`src/rtl/norm_shift_pipe.sv`:
```
// norm_shift_pipe -- pipelined barrel shifter with optional normalizer.
//
// Purpose:
//   Shifts WIDTH-bit operands left logical, right logical or right
//   arithmetic. The shift is log-decomposed: the shift-amount bits are
//   spread over PIPE register stages, with the low bits applied first.
//   Right shifts also report a sticky bit, which is the OR of every 1-bit
//   that was shifted out. A valid/ready handshake moves the beats through.
//   All stages advance together whenever in_ready is high.
//
// Optional feature (macro NORM_SHIFT_LZC_EN):
//   When the macro is defined, mode 2'b11 ignores in_amt. It left-shifts
//   the operand by its own leading-zero count and reports that count on
//   out_lzc. When the macro is undefined, mode 2'b11 is a plain left
//   logical shift by in_amt, out_lzc is tied to 0 and no LZC logic exists.
//
// Ports:
//   clk        rising-edge clock
//   rst        synchronous active-high reset (clears stage valid flags)
//   in_valid   input beat valid
//   in_ready   block accepts a beat this cycle (out_ready || !out_valid)
//   in_data    operand, WIDTH bits
//   in_amt     unsigned shift amount, SHW bits
//   in_mode    00 left logical, 01 right logical, 10 right arith, 11 normalize
//   out_valid  result beat valid
//   out_ready  downstream accepts the result
//   out_data   shifted result
//   out_sticky OR of the 1-bits discarded by a right shift
//   out_lzc    leading-zero count (normalize mode only, else 0)
module norm_shift_pipe #(
  parameter int WIDTH = 28,
  parameter int SHW   = 5,
  parameter int PIPE  = 2
) (
  input  logic             clk,
  input  logic             rst,
  input  logic             in_valid,
  output logic             in_ready,
  input  logic [WIDTH-1:0] in_data,
  input  logic [SHW-1:0]   in_amt,
  input  logic [1:0]       in_mode,
  output logic             out_valid,
  input  logic             out_ready,
  output logic [WIDTH-1:0] out_data,
  output logic             out_sticky,
  output logic [SHW-1:0]   out_lzc
);

  typedef struct packed {
    logic             sticky;
    logic [WIDTH-1:0] data;
  } step_t;

  // Stage i handles the amount bits [stage_lo(i), stage_lo(i+1)). Because
  // PIPE <= SHW, every stage gets at least one bit.
  function automatic int stage_lo(input int i);
    return (i * SHW) / PIPE;
  endfunction

  // Applies the power-of-two shifts selected by amt[hi-1:lo]. Each step
  // can shift by WIDTH or more. In that case every bit is discarded, so a
  // large total amount naturally gives zero (or sign fill). The sticky bit
  // then collects every operand bit.
  function automatic step_t shift_bits(
    input logic [WIDTH-1:0] d,
    input logic             st,
    input logic [SHW-1:0]   amt,
    input logic             left,
    input logic             arith,
    input int               lo,
    input int               hi
  );
    step_t                     r;
    logic signed [WIDTH-1:0]   sd;
    int                        s;
    r.data   = d;
    r.sticky = st;
    for (int b = 0; b < SHW; b++) begin
      if (b >= lo && b < hi && amt[b]) begin
        s = 1 << b;
        if (left) begin
          r.data = r.data << s;
        end else begin
          r.sticky = r.sticky | (|(r.data & ~({WIDTH{1'b1}} << s)));
          if (arith) begin
            // Keep the arithmetic shift in a signed-only expression so
            // that the sign fill is not lost to unsigned context.
            sd     = r.data;
            sd     = sd >>> s;
            r.data = sd;
          end else begin
            r.data = r.data >> s;
          end
        end
      end
    end
    return r;
  endfunction

`ifdef NORM_SHIFT_LZC_EN
  // Leading-zero count. A zero operand returns WIDTH. If WIDTH equals
  // 2**SHW, that value wraps in SHW bits. This does no harm to the shift,
  // because a zero operand shifts to zero whatever the amount.
  function automatic logic [SHW-1:0] lead_zeros(input logic [WIDTH-1:0] d);
    int   n;
    logic found;
    n     = 0;
    found = 1'b0;
    for (int b = WIDTH - 1; b >= 0; b--) begin
      if (!found) begin
        if (d[b]) found = 1'b1;
        else      n     = n + 1;
      end
    end
    return SHW'(n);
  endfunction
`endif

  logic                 adv;

  // Front-end decode: mode to shift direction and effective amount.
  logic                 front_left;
  logic                 front_arith;
  logic [SHW-1:0]       front_amt;

  // Per-stage combinational inputs and results.
  logic [WIDTH-1:0]     d_in     [PIPE];
  logic                 st_in    [PIPE];
  logic [SHW-1:0]       amt_in   [PIPE];
  logic                 left_in  [PIPE];
  logic                 arith_in [PIPE];
  logic                 vld_in   [PIPE];
  step_t                res      [PIPE];

  // Pipeline registers. Only the valid flags are reset. The data outputs
  // are gated by valid, so they still read 0 after reset.
  logic [WIDTH-1:0]     data_p   [PIPE];
  logic                 sticky_p [PIPE];
  logic [SHW-1:0]       amt_p    [PIPE];
  logic                 left_p   [PIPE];
  logic                 arith_p  [PIPE];
  logic                 vld_p    [PIPE];

`ifdef NORM_SHIFT_LZC_EN
  logic [SHW-1:0]       front_lzc;
  logic [SHW-1:0]       lzc_in   [PIPE];
  logic [SHW-1:0]       lzc_p    [PIPE];
`endif

  assign adv      = out_ready || !out_valid;
  assign in_ready = adv;

  always_comb begin
    front_left  = (in_mode == 2'b00) || (in_mode == 2'b11);
    front_arith = (in_mode == 2'b10);
    front_amt   = in_amt;
`ifdef NORM_SHIFT_LZC_EN
    front_lzc   = '0;
    if (in_mode == 2'b11) begin
      front_lzc = lead_zeros(in_data);
      front_amt = front_lzc;
    end
`endif
  end

  always_comb begin
    d_in[0]     = in_data;
    st_in[0]    = 1'b0;
    amt_in[0]   = front_amt;
    left_in[0]  = front_left;
    arith_in[0] = front_arith;
    vld_in[0]   = in_valid;
`ifdef NORM_SHIFT_LZC_EN
    lzc_in[0]   = front_lzc;
`endif
    for (int i = 1; i < PIPE; i++) begin
      d_in[i]     = data_p[i-1];
      st_in[i]    = sticky_p[i-1];
      amt_in[i]   = amt_p[i-1];
      left_in[i]  = left_p[i-1];
      arith_in[i] = arith_p[i-1];
      vld_in[i]   = vld_p[i-1];
`ifdef NORM_SHIFT_LZC_EN
      lzc_in[i]   = lzc_p[i-1];
`endif
    end
    for (int i = 0; i < PIPE; i++) begin
      res[i] = shift_bits(d_in[i], st_in[i], amt_in[i], left_in[i],
                          arith_in[i], stage_lo(i), stage_lo(i + 1));
    end
  end

  // Stage boundaries: stage i registers the result of its amount-bit slice.
  always_ff @(posedge clk) begin
    if (rst) begin
      for (int i = 0; i < PIPE; i++) vld_p[i] <= 1'b0;
    end else if (adv) begin
      for (int i = 0; i < PIPE; i++) vld_p[i] <= vld_in[i];
    end
  end

  always_ff @(posedge clk) begin
    if (adv) begin
      for (int i = 0; i < PIPE; i++) begin
        data_p[i]   <= res[i].data;
        sticky_p[i] <= res[i].sticky;
        amt_p[i]    <= amt_in[i];
        left_p[i]   <= left_in[i];
        arith_p[i]  <= arith_in[i];
`ifdef NORM_SHIFT_LZC_EN
        lzc_p[i]    <= lzc_in[i];
`endif
      end
    end
  end

  assign out_valid  = vld_p[PIPE-1];
  assign out_data   = vld_p[PIPE-1] ? data_p[PIPE-1] : '0;
  assign out_sticky = vld_p[PIPE-1] & sticky_p[PIPE-1];
`ifdef NORM_SHIFT_LZC_EN
  assign out_lzc    = vld_p[PIPE-1] ? lzc_p[PIPE-1] : '0;
`else
  assign out_lzc    = '0;
`endif

endmodule
```
`config.mk`:
```
export PLATFORM = sky130hd
export DESIGN_NAME = norm_shift_pipe
export DESIGN_NICKNAME = d
export VERILOG_FILES = /design/src/rtl/norm_shift_pipe.sv
export SDC_FILE = /design/constraint.sdc
export NUM_CORES = 1
export LEC_CHECK = 0
export CAP_MARGIN = 10
export CORE_UTILIZATION = 56
export DETAILED_ROUTE_END_ITERATION = 7
export PLACE_DENSITY = 0.81
export SLEW_MARGIN = 20
export SYNTH_ARGS = -nofsm -noshare
export SYNTH_HDL_FRONTEND = slang
export SYNTH_SLANG_ARGS = --single-unit
```
`constraint.sdc`:
```
create_clock -name clk -period 3.7 [get_ports clk]
set_clock_uncertainty 0.05 [all_clocks]
set_input_delay 0.74 -clock clk [delete_from_list [all_inputs] [get_ports clk]]
set_output_delay 0.74 -clock clk [all_outputs]
set_load 0.02 [all_outputs]
```
Word level (Yosys, flattened, before mapping). Memory sizes are Yosys's and may differ from the RTL's. Cells that the tools add are included.

Flip-flop bits (word level): 0. Bits in writable memories: 74. Input bits: 39. Output and inout port bits: 36. Logic and storage cells: 52. Memories kept: 6.

Memories: data_p (depth 2, bits a word 28, read ports 2, clocked after memory_dff 0, write ports 2, line 137) `logic [WIDTH-1:0] data_p [PIPE];`; amt_p (depth 2, bits a word 5, read ports 1, clocked after memory_dff 0, write ports 2, line 139) `logic [SHW-1:0] amt_p [PIPE];`; arith_p (depth 2, bits a word 1, read ports 1, clocked after memory_dff 0, write ports 2, line 141) `logic arith_p [PIPE];`; left_p (depth 2, bits a word 1, read ports 1, clocked after memory_dff 0, write ports 2, line 140) `logic left_p [PIPE];`; sticky_p (depth 2, bits a word 1, read ports 2, clocked after memory_dff 0, write ports 2, line 138) `logic sticky_p [PIPE];`; vld_p (depth 2, bits a word 1, read ports 2, clocked after memory_dff 0, write ports 2, line 142) `logic vld_p [PIPE];`.

Eq/ne operators: 2. Mux-type cells: 29. Bitwise gates (word level): 7. Reduce and logical (&&, ||, !) cells: 8.

Operators by type and width (number): $mux W28 (11); $mux W29 (5); $reduce_or A16 Y1 (1); $mux W1 (13); $reduce_or A8 Y1 (1); $or A1 B1 Y1 (6); $eq A2 B2 Y1 const B (2); $reduce_or A4 Y1 (1); $logic_not A2 Y1 (1); $logic_or A1 B1 Y1 (2); $reduce_or A2 Y1 (1); $and A1 B1 Y1 (1); $logic_not A1 Y1 (1).

Longest topological paths before layout. Gate-level depths: netlist of run 1. An unclocked memory read counts as a cell.

Depth after elaboration: 13. Gate-level depth with buffers: 10.

Worst setup path before layout of run 1. OpenSTA, ideal clock, no wires.

Path kind: in2out. From: input port out_ready. To: output port in_ready. Arrival: 2450 ps. Data required time: 2910 ps. Path slack: 460 ps. Stages on the path: 1. Cell sequence: nand2b_1.

Longest elaborated chain between the ends: 1.

Ends and longest elaborated chain: start, declared (line 43) `input logic out_ready,`; $logic_or A1 B1 Y1 (line 150) `assign adv = out_ready || !out_valid;`; end, declared (line 38) `output logic in_ready,`.

No other way between the ends.

==> metrics.yaml, run 1 <==
global_route:
  grt_pass1_wl_mm: 21.2
  grt_util_met3_pct: 2.66
  grt_max_degree: 66
  grt_pass1_vias: 4150
  grt.overflow.total: 0
  met1_usage_pct: 36.2
  grt_usage_pct: 28.3
  antenna_found_initial: 0
  grtUsageMet2_pct: 47.3
  grt-busiest-layer: "met2"
cells_and_area:
  fillers: 721
  nets: 671
  post-route-util_pct: 68.2
  multi_input_area_um2: 2880
  most-common-layout-cells: "83 x mux2i_1, 80 x a21oi_1, 69 x clkdlybuf4s50_1, 65 x edfxtp_1, 64 x nor2_1"
  seqCellArea_um2: 1950
  drive_gt1_share_pct: 6.13
  n_antenna_cell: 0
  area_delta_synth_final_pct: 17.0
  layout_commonest_cell: "mux2i_1"
detailed_routing:
  drt_pre_antenna_iters: 8
  ant_nets: 0
  route.detailed.drc: 1
  wl_mm: 13.3
  initialDrtViolationCount: 427
  via_count: 4518
  via_per_inst: 6.07
  routedWlPerCell_um: 17.8
floorplanning:
  die_h_um: 97.5
  fp-row-count: 34
  fp.dieW_um: 97.5
  fp.dieArea_um2: 9510
  core_area_um2: 8760
  start_util_pct: 58.3
  ios: 75
synth:
  ys_seq_area_share_pct: 38.2
  ys_ff_latch: 65
  synth_mux_area_share_pct: 16.9
  synth_edf_count: 65
  synthCells: 586
  synthAdderAreaFrac_pct: 0.245
  yosys.cell_types.count: 54
  yosys_warnings: 0
  synth.cell_area_um2: 5110
  synth-simple-area-share_pct: 17.5
  synth_xor_area_share_pct: 0
  synth_ff_type: "edfxtp_1"
  synth-compound-area-share_pct: 21.3
  syn_avg_cell_area_um2: 8.72
  async_reset_ff_share_pct: 0
  synth_top_family_by_area: "compound AO/OA/AOI/OAI gates"
placed_design:
  dp_hpwl_mm: 9.92
  gp_congestion: 0.975
  portBuffers: 69
pwr:
  intPower_mw: 1.51
  max-vdd-ir-drop_mv: 0.204
  comb_power_share_pct: 31.9
  p_per_area_nw_per_um2: 388
  netSwitchingPower_mw: 0.809
  p_seq_share_pct: 45.7
  clockPowerShare_pct: 22.4
  netSwitchingFraction_pct: 34.8
  p_leak_nw: 2.39
critical_path:
  rrSetupSlack_ns: 0.86
  crit_family: "buffers and inverters"
  cp_max_fo: 41
  cp.depth: 10
  worstSetupPathType: "input port to register"
  slowest_delay_ns: 0.61
  rr_endpoint: "sticky_p[0][1]$_DFFE_PP_"
  cp-startpoint: "in_mode[0]"
  critPathSlowestCell: "ha_2"
  timing.critical_path.to: "data_p[0][26]$_DFFE_PP_"
  reg2reg_depth: 7
  crit_buf_inv: 3
  critPathLaunchType: "input port"
  crit_required_ns: 3.74
  cp_cell_sequence: "clkdlybuf4s50_1, inv_1, ha_2, buf_12, mux2i_1, nor2_1, a21oi_1, o21ai_0, nand2_1, o21ai_0"
  reg2reg_from: "left_p[0]$_DFFE_PP_"
  cp-end-kind: "register"
  cp.arrival_ns: 3.05
  worst_path_most_repeated_cell: "o21ai_0"
sta:
  fmax_ghz: 0.332
  worst_pin_slew_ns: 0.948
  setup_violations: 0
  tns_ns: 0
  period_needed_ns: 3.01
  slew_headroom_pct: 36.8
  rsz0062_at_grt: "false"
  hold_viol_final: 0
  final.period_utilization_pct: 81.4
  drv_slew: 0
clocking:
  cts_buffers: 9
  htreeDepth: 3
  clockBufferDepth: 2
  path_clk_slew_ns: 0.08
  cts_resized: 0
  root_buffer: "clkbuf_8"
  cts_tree: "done"
  cts_hold_buf: 0
  clkSinkCount: 65
  clk_latency_ns: 0.35
  cts_setup_buffers: 0
status:
  outcome: "complete, but fails checks"
  violations: "design-rule violations"
job:
  max-cap-violations: 0
min_path:
  hold_path_class: "register to register"
[power by group through the flow]
stage	sequential, mW	clock, mW	combinational [mW]
3_3_place_gp	1.07	0	0.715
2_1_floorplan	1.02	0	0.547
3_5_place_dp	1.08	0	0.726
4_1_cts	1.06	0.531	0.730
5_1_grt	1.08	0.557	0.806
6_report	1.06	0.519	0.741
[routing by layer]
layer / part of all wire, % / up-vias
met2: 48 / 207
met1: 42 / 2038
met5: 0 / -
li1: - / 2235
met4: 4.0 / 0
met3: 5.4 / 38
[state kept, by name (all words and copies together), names as in the netlist]
register / cells
sticky_p: 2
amt_p: 3
data_p: 56
arith_p: 1
vld_p: 2
left_p: 1
[final cells by class]
type,instances,share of cell area [%]
multi-input cells,467,48.2
inverters,5,0.356
repair buffers,83,13.7
clock inverters,7,0.753
well taps,108,2.26
clock buffers,9,2.07
flip-flops and latches,65,32.6
[how the worst min path moves through the flow]
stage	startpoint	to	slack (ns)	depth (start not counted)
5_1_grt	vld_p[0][0]$_SDFFCE_PN0P_	vld_p[0][1]$_SDFFCE_PN0P_	0.51	1
3_5_place_dp	vld_p[0][0]$_SDFFCE_PN0P_	vld_p[0][1]$_SDFFCE_PN0P_	0.48	1
6_report	vld_p[0][0]$_SDFFCE_PN0P_	vld_p[0][1]$_SDFFCE_PN0P_	0.48	1
4_1_cts	vld_p[0][0]$_SDFFCE_PN0P_	vld_p[0][1]$_SDFFCE_PN0P_	0.49	1
2_1_floorplan	vld_p[0][0]$_SDFFCE_PN0P_	vld_p[0][1]$_SDFFCE_PN0P_	0.45	1
3_3_place_gp	vld_p[0][0]$_SDFFCE_PN0P_	vld_p[0][1]$_SDFFCE_PN0P_	0.45	1
[cells in the mapped netlist (7+ instances only)]
master / n / area share, %
nor2b_1: 11 / 1.3
buf_4: 9 / 1.3
mux2i_1: 83 / 16
edfxtp_1: 65 / 38
buf_2: 14 / 1.4
clkbuf_1: 22 / 1.6
o21ai_0: 46 / 4.5
nor2_1: 64 / 4.7
and2_1: 31 / 3.8
nand2_1: 61 / 4.5
a21oi_1: 80 / 7.8
nand2b_1: 7 / 0.86
[kinds of logic after synthesis]
family          after synthesis
mux                          85
buf+inv                      58
other cells                   1
simple gates                193
compound gates              183
fa+ha+maj                     1
flops                        65
[per-stage QoR]
stage                     instances  power, mW  cell area [um2]  worst slack [ns]  hold WS, ns
after floorplan                 590       1.56             5130             0.460        0.447
after global placement          728       1.79             5810             0.380        0.452
after detailed placement        728       1.80             5810             0.346        0.481
after CTS                       744       2.32             5980             0.717        0.487
after global routing            744       2.44             5980             0.566        0.508
final                           744       2.32             5980             0.689        0.483
Power figures use the tool's default switching activity.
==> inputs of run 2 (changes only) <==
clock period = 3.12 ns   (was 3.7 ns; I/O delays follow)
==> run 2 against run 1 <==
The run now ends clean. Sequential share of layout area is 0.65 points lower. Die area stayed put. Non-clock buffer count is 9 higher. Critical path depth is 8 lower. Sequential cell count stayed put. First-iteration DRC count is 31% lower. Global-route usage is 1.6 points higher. Worst hold slack worse by 0.0053 ns. Setup slack worse by 0.26 ns. Design area is 2.0% higher. Clock-buffer cell count is 1 higher. Largest cell class unchanged. Highest routed layer unchanged.
==> metrics.yaml, run 2 (synthesis gave the netlist of run 1 again) <==
detailed_routing:
  via_per_inst: 6.18  # was 6.07
  drt_pre_antenna_iters: 7  # was 8
  routedWlPerCell_um: 18.3  # was 17.8 um
  initialDrtViolationCount: 294  # was 427
  route.detailed.drc: 0  # was 1
  via_count: 4653  # was 4518
  ant_nets: 0  # unchanged
  wl_mm: 13.8  # was 13.3 mm
clocking:
  path_clk_slew_ns: 0.07  # was 0.08 ns
  cts_hold_buf: 0  # unchanged
  clockBufferDepth: 2  # unchanged
  clkSinkCount: 65  # unchanged
  root_buffer: "clkbuf_8"  # unchanged
  htreeDepth: 3  # unchanged
  cts_setup_buffers: 0  # unchanged
  clk_latency_ns: 0.35  # about the same
  cts_resized: 0  # unchanged
  cts_buffers: 9  # unchanged
  cts_tree: "done"  # unchanged
critical_path:
  crit_required_ns: 2.45  # was 3.74 ns
  cp.arrival_ns: 2.02  # was 3.05 ns
  worstSetupPathType: "register to output pin"  # was input port to register
  cp_max_fo: 31  # was 41
  cp-end-kind: "output pin"  # was register
  critPathLaunchType: "register"  # was input port
sta:
  period_needed_ns: 2.70
  fmax_ghz: 0.371
  worst_pin_slew_ns: 0.862  # was 0.948 ns
  setup_violations: 0  # unchanged
  drv_slew: 0  # unchanged
  whs_ns: 0.478  # was 0.483 ns
  final.period_utilization_pct: 86.4
  worst_slack_ns: 0.424  # was 0.689 ns
  slew_headroom_pct: 42.5  # was 36.8%
  tns_ns: 0  # unchanged
  hold_viol_final: 0  # unchanged
  rsz0062_at_grt: "false"  # unchanged
job:
  max-cap-violations: 0  # unchanged
floorplanning:
  core_area_um2: 8760  # unchanged
  die_h_um: 97.5  # unchanged
  fp.dieW_um: 97.5  # unchanged
  start_util_pct: 58.3  # unchanged
  fp.dieArea_um2: 9510  # unchanged
  ios: 75  # unchanged
  fp-row-count: 34  # unchanged
status:
  outcome: "complete, no violations"  # was complete, but fails checks
cells_and_area:
  post-route-util_pct: 69.6  # was 68.2%
  seqCellArea_um2: 1950  # unchanged
  nets: 680  # was 671
  drive_gt1_share_pct: 7.44  # was 6.13%
  reg_top3: "data_p x56, amt_p x3"  # unchanged
  most-common-layout-cells: "83 x mux2i_1, 80 x a21oi_1, 69 x clkdlybuf4s50_1, 65 x edfxtp_1, 64 x nor2_1"  # unchanged
  n_antenna_cell: 0  # unchanged
  area_delta_synth_final_pct: 19.4  # was 17.0%
  multi_input_area_um2: 2880  # unchanged
  layout_commonest_cell: "mux2i_1"  # unchanged
  stdcell_area_um2: 6100  # was 5980 um2
  fillers: 723  # was 721
  stdcell_count: 753  # was 744
  largest_reg_flops: 56  # unchanged
  top_register: "data_p"  # unchanged
pwr:
  p_leak_nw: 2.46  # was 2.39 nW
  p_per_area_nw_per_um2: 484  # was 388 nW/um2
  max-vdd-ir-drop_mv: 0.230  # was 0.204 mV
  total_power_mw: 2.96  # was 2.32 mW
global_route:
  grt_max_degree: 71  # was 66
  grt_pass1_vias: 4488  # was 4150
  grt_pass1_wl_mm: 22.3  # was 21.2 mm
  antenna_found_initial: 0  # unchanged
  grt_usage_pct: 29.9  # was 28.3%
  grt.overflow.total: 0  # unchanged
placed_design:
  place_area_um2: 5890  # was 5810 um2
  dp_hpwl_mm: 10.4  # was 9.92 mm
  portBuffers: 69  # unchanged
  dpl.cell_count: 737  # was 728
  gp_congestion: 0.923  # was 0.975
  pre_cts_ws_ns: 0.185  # was 0.346 ns
min_path:
  hold_path_class: "register to register"  # unchanged
## run 2: cell types whose count changed in the layout (fill, tap and decap cells not counted), sizes merged
cell / before / now
clkinvlp: 2 / 0
buf: 14 / 23
bufinv: 0 / 2
clkbuf: 9 / 10
inv: 6 / 5
## run 2: final cells by class
type	count	area share, %
Timing Repair Buffer	92	14.8
Clock inverter	6	1.35
Clock buffer	10	2.09
Multi-Input combinational cell	467	47.2
Inverter	5	0.349
Sequential cell	65	32.0
Tap cell	108	2.21
## run 2: final timing paths
path | cells after the start | end | startpoint | slack (ns)
setup / recovery | 2 | out_data[10] | vld_p[0][1]$_SDFFCE_PN0P_ | 0.42
hold / removal | 1 | vld_p[0][1]$_SDFFCE_PN0P_ | vld_p[0][0]$_SDFFCE_PN0P_ | 0.48
setup reg to reg | 8 | sticky_p[0][1]$_DFFE_PP_ | left_p[0]$_DFFE_PP_ | 0.47
hold reg to reg | 1 | vld_p[0][1]$_SDFFCE_PN0P_ | vld_p[0][0]$_SDFFCE_PN0P_ | 0.48
## run 2: critical path, stage by stage, from the launching register on
cell             delay (ns)
edfxtp_1               0.80
and2_1                 0.24
clkdlybuf4s50_1        0.62
## run 2: power breakdown
group | switching, mW | leakage [nW] | internal, mW
logic | 0.517 | 1.64 | 0.395
clock network | 0.343 | 0.108 | 0.446
registers | 0.123 | 0.716 | 1.13
total | 0.983 | 2.46 | 1.97
## run 2: per-layer routing
| metal | part of all wire, % | wire length, um | global-route usage [%] | up-vias |
|---|---|---|---|---|
| met5 | 0 | 0 | 0 | - |
| met4 | 5.1 | 702 | 18.0 | 0 |
| met3 | 6.2 | 853 | 5.18 | 50 |
| met2 | 47 | 6480 | 49.0 | 191 |
| met1 | 42 | 5760 | 36.9 | 2153 |
| li1 | - | - | - | 2259 |
==> inputs of run 3 (changes only) <==
CORE_UTILIZATION = 32   (was 56)
PLACE_DENSITY = 0.64   (was 0.81)
==> run 3 against run 2 <==
Non-clock buffer count decreased by 6. Largest cell class unchanged. Sequential cell count unchanged. Maximum frequency increased by 1.5%. Sequential power about the same. Via count decreased by 3.1%. Die area increased by 73%. Worst hold slack improved by 0.016 ns. Total power increased by 6.2%. Register-to-register slack about the same.
==> metrics.yaml, run 3 (synthesis gave the netlist of run 1 again) <==
clocking:
  cts_buffers: 9  # unchanged
  clkSinkCount: 65  # unchanged
  cts_resized: 0  # unchanged
  cts_tree: "done"  # unchanged
  cts_setup_buffers: 0  # unchanged
  htreeDepth: 3  # unchanged
  clk_latency_ns: 0.34  # was 0.35 ns
  clockBufferDepth: 2  # unchanged
  root_buffer: "clkbuf_16"  # was clkbuf_8
  cts_hold_buf: 0  # unchanged
  path_clk_slew_ns: 0.06  # was 0.07 ns
placed_design:
  dp_hpwl_mm: 10.0  # was 10.4 mm
  portBuffers: 69  # unchanged
  pre_cts_ws_ns: 0.220  # was 0.185 ns
  gp_congestion: 0.894  # was 0.923
global_route:
  antenna_found_initial: 0  # unchanged
  grt_usage_pct: 16.6  # was 29.9%
  grt_util_met3_pct: 2.91  # was 5.18%
  grt.overflow.total: 0  # unchanged
  grt_pass1_vias: 4150  # was 4488
  grtUsageMet2_pct: 26.7  # was 49.0%
  grt_max_degree: 71  # unchanged
  grt-busiest-layer: "met2"  # unchanged
  grt_pass1_wl_mm: 21.3  # was 22.3 mm
  met1_usage_pct: 22.0  # was 36.9%
detailed_routing:
  route.detailed.drc: 0  # unchanged
  drt_pre_antenna_iters: 5  # was 7
  routedWlPerCell_um: 15.7  # was 18.3 um
  via_per_inst: 5.31  # was 6.18
  ant_nets: 0  # unchanged
  initialDrtViolationCount: 286  # was 294
  wl_mm: 13.3  # was 13.8 mm
  via_count: 4510  # was 4653
sta:
  hold_viol_final: 0  # unchanged
  tns_ns: 0  # unchanged
  slew_headroom_pct: 47.3  # was 42.5%
  rsz0062_at_grt: "false"  # unchanged
  drv_slew: 0  # unchanged
  period_needed_ns: 2.66  # was 2.70 ns
  worst_pin_slew_ns: 0.791  # was 0.862 ns
  fmax_ghz: 0.377  # was 0.371 GHz
  worst_slack_ns: 0.464  # was 0.424 ns
  final.period_utilization_pct: 85.1  # was 86.4%
  setup_violations: 0  # unchanged
cells_and_area:
  n_antenna_cell: 0  # unchanged
  drive_gt1_share_pct: 6.73  # was 7.44%
  nets: 674  # was 680
  area_delta_synth_final_pct: 22.7  # was 19.4%
  largest_reg_flops: 56  # unchanged
  top_register: "data_p"  # unchanged
  fillers: 1502  # was 723
  most-common-layout-cells: "83 x mux2i_1, 80 x a21oi_1, 69 x clkdlybuf4s50_1, 65 x edfxtp_1, 64 x nor2_1"  # unchanged
  layout_commonest_cell: "mux2i_1"  # unchanged
  reg_top3: "data_p x56, amt_p x3"  # unchanged
floorplanning:
  start_util_pct: 33.3  # was 58.3%
  core_area_um2: 15400  # was 8760 um2
  ios: 75  # unchanged
  fp-row-count: 45  # was 34
  fp.dieW_um: 128  # was 97.5 um
  fp.dieArea_um2: 16500  # was 9510 um2
  die_h_um: 128  # was 97.5 um
critical_path:
  crit_required_ns: 3.15  # was 2.45 ns
  cp.arrival_ns: 2.68  # was 2.02 ns
  worstSetupPathType: "register to register"  # was register to output pin
  critPathSlowestCell: "edfxtp_1"  # unchanged
  cp-end-kind: "register"  # was output pin
  critPathLaunchType: "register"  # unchanged
  cp_max_fo: 15  # was 31
  slowest_delay_ns: 0.79  # was 0.80 ns
  cp_cell_sequence: "buf_4, mux2i_1, a21oi_1, o41ai_2, nand4_1, a2111oi_2, o21ai_1"  # was and2_1, clkdlybuf4s50_1
min_path:
  hold_path_class: "register to register"  # unchanged
pwr:
  p_per_area_nw_per_um2: 501  # was 484 nW/um2
  p_leak_nw: 2.46  # about the same
  max-vdd-ir-drop_mv: 0.294  # was 0.230 mV
job:
  max-cap-violations: 0  # unchanged
status:
  outcome: "complete, no violations"  # unchanged
-- run 3: cell types whose count changed in the layout (fill, tap and decap cells not counted) --
cell        previous run  this run
clkinv_4               1         0
bufinv_16              2         1
clkbuf_8               9         0
buf_4                 20        14
inv_6                  0         1
clkbuf_16              0         9
clkinvlp_4             0         3
clkinv_2               2         1
clkbuf_1               1         0
-- run 3: final timing paths --
path | startpoint | end | slack [ns] | depth (start not counted)
setup / recovery | left_p[0]$_DFFE_PP_ | sticky_p[0][1]$_DFFE_PP_ | 0.46 | 7
hold / removal | vld_p[0][0]$_SDFFCE_PN0P_ | vld_p[0][1]$_SDFFCE_PN0P_ | 0.49 | 1
setup reg to reg | left_p[0]$_DFFE_PP_ | sticky_p[0][1]$_DFFE_PP_ | 0.46 | 7
hold reg to reg | vld_p[0][0]$_SDFFCE_PN0P_ | vld_p[0][1]$_SDFFCE_PN0P_ | 0.49 | 1
-- run 3: routing by layer --
layer / wire (um) / share of wire, %
met5: 0 / 0
met4: 253 / 1.9
met3: 767 / 5.8
met2: 5970 / 45
met1: 6340 / 48
-- run 3: critical path, delay by kind of cell, from the launching register on --
kind | cells | cell delay [ns]
AOI/OAI and AO/OA | 4 | 0.91
buffers and inverters | 1 | 0.26
DFF | 1 | 0.79
muxes | 1 | 0.20
and+or+nand+nor | 1 | 0.18
-- run 3: stage by stage --
stage / instance area [um2] / power (mW) / instances / hold slack [ns] / utilization (%)
2_1_floorplan: 5130 / 1.85 / 590 / 0.447 / -
3_3_place_gp: 5970 / 2.13 / 834 / 0.467 / 38.9
3_5_place_dp: 5970 / 2.15 / 834 / 0.476 / 38.9
4_1_cts: 6270 / 3.15 / 850 / 0.496 / 40.8
5_1_grt: 6270 / 3.30 / 850 / 0.506 / 40.8
6_report: 6270 / 3.14 / 850 / 0.494 / 40.8
-- run 3: final cells by class --
type / count / area [um2] / area share (%)
multi-input cells: 467 / 2880 / 46.0
flip-flops and latches: 65 / 1950 / 31.1
repair buffers: 86 / 856 / 13.6
well taps: 211 / 264 / 4.21
clock buffers: 9 / 225 / 3.59
clock inverters: 7 / 70.1 / 1.12
inverters: 5 / 21.3 / 0.339
-- run 3: where the power goes --
group          internal (mW)  switching, mW  leakage (nW)
clock                  0.616          0.378         0.135
sequential              1.13          0.115         0.716
combinational          0.384          0.513          1.61
